$ cat src/rtl/nand_unit_arbiter.sv
// Four-requester arbiter sharing one N-bit NAND-built bitwise unit (NAND2/NAND3/AND/NOT).
// Define NAND_ARB_FIXED_PRIO_EN for fixed priority (requester 0 highest) instead of round-robin.

module nand2_nbit #(
   parameter int N = 8
) (
   input  logic [N-1:0] a,
   input  logic [N-1:0] b,
   output logic [N-1:0] y
);
   assign y = ~(a & b);
endmodule

module nand3_nbit #(
   parameter int N = 8
) (
   input  logic [N-1:0] a,
   input  logic [N-1:0] b,
   input  logic [N-1:0] c,
   output logic [N-1:0] y
);
   assign y = ~(a & b & c);
endmodule

module nand_unit_arbiter #(
   parameter int N = 8
) (
   input  logic           clk,
   input  logic           rst,
   input  logic [3:0]     req_valid,
   output logic [3:0]     req_ready,
   input  logic [7:0]     req_op,
   input  logic [4*N-1:0] req_a,
   input  logic [4*N-1:0] req_b,
   input  logic [4*N-1:0] req_c,
   output logic           resp_valid,
   input  logic           resp_ready,
   output logic [1:0]     resp_id,
   output logic [N-1:0]   resp_data,
   output logic           busy
);

   localparam logic [1:0] IDLE = 2'd0;
   localparam logic [1:0] EXEC = 2'd1;
   localparam logic [1:0] RESP = 2'd2;

   logic [1:0]   state;
   logic [1:0]   search_base;
   logic [1:0]   cand;
   logic [1:0]   grant_id;
   logic         grant_found;
   logic [1:0]   op_q;
   logic [1:0]   id_q;
   logic [N-1:0] a_q;
   logic [N-1:0] b_q;
   logic [N-1:0] c_q;
   logic [N-1:0] nand_ab;
   logic [N-1:0] nand_abc;
   logic [N-1:0] and_ab;
   logic [N-1:0] not_a;
   logic [N-1:0] unit_out;

`ifdef NAND_ARB_FIXED_PRIO_EN
   assign search_base = 2'd0;
`else
   logic [1:0] rr_ptr;

   // The pointer moves just past the winner so every requester gets a turn.
   always_ff @(posedge clk) begin
      if (rst) begin
         rr_ptr <= 2'd0;
      end else if (state == IDLE && grant_found) begin
         rr_ptr <= grant_id + 2'd1;
      end
   end

   assign search_base = rr_ptr;
`endif

   // First valid requester at or after the search base, wrapping modulo 4.
   always_comb begin
      grant_found = 1'b0;
      grant_id    = 2'd0;
      cand        = 2'd0;
      for (int k = 0; k < 4; k++) begin
         cand = search_base + k[1:0];
         if (!grant_found && req_valid[cand]) begin
            grant_found = 1'b1;
            grant_id    = cand;
         end
      end
   end

   always_comb begin
      req_ready = 4'b0000;
      if (!rst && state == IDLE && grant_found) begin
         req_ready = 4'b0001 << grant_id;
      end
   end

   assign resp_valid = (state == RESP);
   assign busy       = (state != IDLE);

   nand2_nbit #(.N(N)) u_nand_ab (.a(a_q), .b(b_q), .y(nand_ab));
   nand3_nbit #(.N(N)) u_nand_abc (.a(a_q), .b(b_q), .c(c_q), .y(nand_abc));
   nand2_nbit #(.N(N)) u_and_ab (.a(nand_ab), .b(nand_ab), .y(and_ab));
   nand2_nbit #(.N(N)) u_not_a (.a(a_q), .b(a_q), .y(not_a));

   always_comb begin
      unit_out = not_a;
      case (op_q)
         2'b00:   unit_out = nand_ab;
         2'b01:   unit_out = nand_abc;
         2'b10:   unit_out = and_ab;
         default: unit_out = not_a;
      endcase
   end

   // Operands are captured only for the granted requester; the result is registered out of EXEC.
   always_ff @(posedge clk) begin
      if (rst) begin
         state     <= IDLE;
         op_q      <= 2'd0;
         id_q      <= 2'd0;
         a_q       <= '0;
         b_q       <= '0;
         c_q       <= '0;
         resp_id   <= 2'd0;
         resp_data <= '0;
      end else begin
         case (state)
            IDLE: begin
               if (grant_found) begin
                  op_q  <= req_op[grant_id*2 +: 2];
                  a_q   <= req_a[grant_id*N +: N];
                  b_q   <= req_b[grant_id*N +: N];
                  c_q   <= req_c[grant_id*N +: N];
                  id_q  <= grant_id;
                  state <= EXEC;
               end
            end
            EXEC: begin
               resp_data <= unit_out;
               resp_id   <= id_q;
               state     <= RESP;
            end
            RESP: begin
               if (resp_ready) begin
                  state <= IDLE;
               end
            end
            default: state <= IDLE;
         endcase
      end
   end

endmodule

$ cat config.mk
export PLATFORM = sky130hd
export DESIGN_NAME = nand_unit_arbiter
export DESIGN_NICKNAME = d
export VERILOG_FILES = /design/src/rtl/nand_unit_arbiter.sv
export SDC_FILE = /design/constraint.sdc
export NUM_CORES = 1
export LEC_CHECK = 0
export ABC_AREA = 1
export BUFFER_PORTS_ARGS = -buffer_cell sky130_fd_sc_hd__buf_4
export CAP_MARGIN = 0
export CORE_UTILIZATION = 45
export CTS_CLUSTER_DIAMETER = 100
export CTS_CLUSTER_SIZE = 16
export DETAILED_ROUTE_END_ITERATION = 10
export PLACE_DENSITY = 0.76
export REMOVE_ABC_BUFFERS = 1
export SYNTH_ARGS = -nofsm -noshare
export SYNTH_HDL_FRONTEND = slang
export SYNTH_SLANG_ARGS = --single-unit
$ cat constraint.sdc
create_clock -name clk -period 2.4 [get_ports clk]
set_input_delay 0.24 -clock clk [delete_from_list [all_inputs] [get_ports clk]]
set_output_delay 0.24 -clock clk [all_outputs]
set_load 0.01 [all_outputs]
==> flow_summary.toml <==
[cts]
clock_latency_ps = 300
path_clk_slew_ps = 70
cts_buffer_depth = 2
tritoncts = "yes"
cts-buffers-inserted = 5
cts_sinks = 42
holdBufCountCts = 0
clk_root_buffer_cell = "clkbuf_8"
htree_levels = 2

[setup_path]
cp_slowest_stage_delay_ps = 370
crit_type = "flop to primary output"
crit_required_ps = 2160
reg2reg_to = "b_q[1]"
r2r_cells = 14
cp_max_fo = 13
slowest_stage = "dfxtp_4"
path_cells = "buf_6, nand2_2, nand3_1, nand2_2, nor2_4, nand3_1, nand3_4, inv_1, buf_6, nor3_4, buf_4"
cp.arrival_ps = 2060
critPathLaunchType = "flop"
reg2reg_slack_ps = 250
r2r_start = "rr_ptr[0]"
endpoint_kind = "primary output"

[job]
maxCapViolCount = 0

[floorplanning]
dieArea_um2 = 6990
rows = 29
ios = 127
die_w_um = 83.6
initial_core_util_pct = 46.9
dieHeight_um = 83.6
coreArea_um2 = 6390

[timing]
tightest_slew_ps = 473
finalCriticalPeriod_ps = 2300
relSlewSlack_pct = 68.4
fmax_ghz = 0.435
final_max_slew_viol_count = 0
hold_viol_final = 0
fin_tns_setup_ps = 0
post-route-period-util_pct = 95.8
fin_worst_skew_ps = 7.69
setup_viol = 0

[drt]
viasPerCell = 5.30
ant_nets = 0
drt_iter0_markers = 206
first_pass_iters = 5
wl_um = 8600
drc = 0
vias = 3698
wl_per_cell_um = 12.3

[cells_and_area]
antennaDiodeCount = 0
multiInputGateArea_um2 = 1890
nFillCells = 608
area_growth_pct = 37.6
nets = 731
fin_util_pct = 64.6
drive_above_1_share_pct = 29.3
seqCellArea_um2 = 846
layout.cells.non_filler = 698

[global_route]
grt_usage_pct = 24.2
grt_pass1_vias = 3334
gr-total-overflow = 0
antenna_found_initial = 0
grt_pass1_wl_um = 14300
grt_max_degree = 37

[logic_synthesis]
synth_most_common_cell = "nand2_1"
syn_inst = 498
synth_top_area_share_pct = 28.1
ys_types = 26
synth_area_um2 = 3000
ys_ff_latch = 42
synth-edff-count = 0
ys_seq_area_share_pct = 28.1
yosysTopAreaCell = "dfxtp_1"
avgSynthCellArea_um2 = 6.02
yosys-top-cells-count = "nand2_1, nor2_1, nand3_1"
netlist_top_cells_area = "dfxtp_1, nand2_1, nand3_1"
async_flop_share_pct = 0
yosysWarnings = 0
yosys_most_used_dff = "dfxtp_1"

[placement]
gp_congestion = 0.755
hpwl_um = 6370
io_buffers = 126
placed_cells = 687

[min_path]
hold_depth = 2
min_to = "rr_ptr[0]"
hold_start = "rst"
hold_class = "input pin to flop"

[power]
vdd_drop_max_uv = 851
power.density_nw_per_um2 = 1320
leakage_uw = 0.00214

[outcome]
status = "complete, no violations"
-- cells by family (layout without fill, tap and decap cells) --
logic type      count (synthesis)  count (layout)  synth area share, %
compound gates                 58              58                 10.1
buf+inv                        58             181                 9.69
flops                          42              42                 28.1
simple gates                  340             340                 52.2
-- critical path, delay by kind of cell (launching register included) --
family	cells	cell delay, ps
simple gates	7	870
buf+inv	4	530
flops	1	370
-- layer usage --
metal  GRT usage (%)  routed length, µm  up-vias  part of all wire, %
li1                -                  -     1873                    -
met2            42.6               4290      123                   50
met5               0                  0        -                    0
met3            4.25                486       19                  5.6
met1            30.3               3670     1683                   43
met4            6.47                157        0                  1.8
-- worst max path at each step --
stage	start	to	slack [ps]	cells past startpoint
2_1_floorplan	rr_ptr[0]	a_q[2]	-380	13
3_3_place_gp	rr_ptr[0]	req_ready[1]	250	12
3_5_place_dp	rr_ptr[0]	req_ready[1]	170	12
4_1_cts	rr_ptr[1]	req_ready[0]	20	11
5_1_grt	rr_ptr[0]	req_ready[0]	-60	11
6_report	rr_ptr[0]	req_ready[3]	100	11
-- cell type report --
cell class / count / area share [%]
inverters: 30 / 2.79
flip-flops and latches: 42 / 20.5
clock buffers: 7 / 2.09
clock inverters: 1 / 0.121
multi-input cells: 398 / 45.8
well taps: 77 / 2.34
repair buffers: 143 / 26.4
-- placed cells by master (no fill, tap or decap) --
| master | n |
|---|---|
| nand2_4 | 1 |
| nand4_1 | 17 |
| a21oi_1 | 17 |
| nand3_1 | 65 |
| nand3_2 | 12 |
| nand3_4 | 3 |
| o21ai_0 | 31 |
| clkbuf_8 | 6 |
| nor2_4 | 2 |
| nor3_1 | 1 |
| nor3_4 | 1 |
| inv_1 | 24 |
| nor2_1 | 75 |
| inv_2 | 4 |
| and2_1 | 1 |
| nand2_2 | 5 |
| buf_4 | 139 |
| clkinv_2 | 1 |
| nand2_1 | 156 |
| a31oi_1 | 2 |
| dfxtp_1 | 40 |
| clkinv_1 | 1 |
| dfxtp_2 | 1 |
| clkbuf_1 | 1 |
| o22ai_1 | 8 |
| dfxtp_4 | 1 |
| nor2_8 | 1 |
| buf_6 | 4 |
| inv_4 | 1 |
-- power breakdown --
part	internal, µW	switching [µW]	total, µW
logic	1440	2390	3830
registers	973	176	1150
clock network	232	243	475
-- stage by stage --
stage	hold slack [ps]	total power (µW)	setup WS, ps	area [µm²]
floorplan	309	3640	-382	2820
global placement	464	4710	248	3970
detailed placement	467	4800	175	3970
CTS	157	5370	18.4	4090
global route	154	6000	-58.3	4120
finish	161	5450	99.9	4120
-- timing repair --
action                                 in CTS  in global routing
setup buffers                               3                  0
endpoints found under the hold margin       0                  0
pin swaps                                   2                  0
cloned                                      0                  0
resized for setup                           1                 12
setup endpoints to repair                   3                  4
-- registers in the layout, indices dropped and copies added (netlist names) --
| signal | cells |
|---|---|
| a_q | 8 |
| op_q | 2 |
| id_q | 2 |
| rr_ptr | 2 |
| resp_data | 8 |
| b_q | 8 |
| c_q | 8 |
| state | 2 |
| resp_id | 2 |
(Power assumes the default switching activity.)
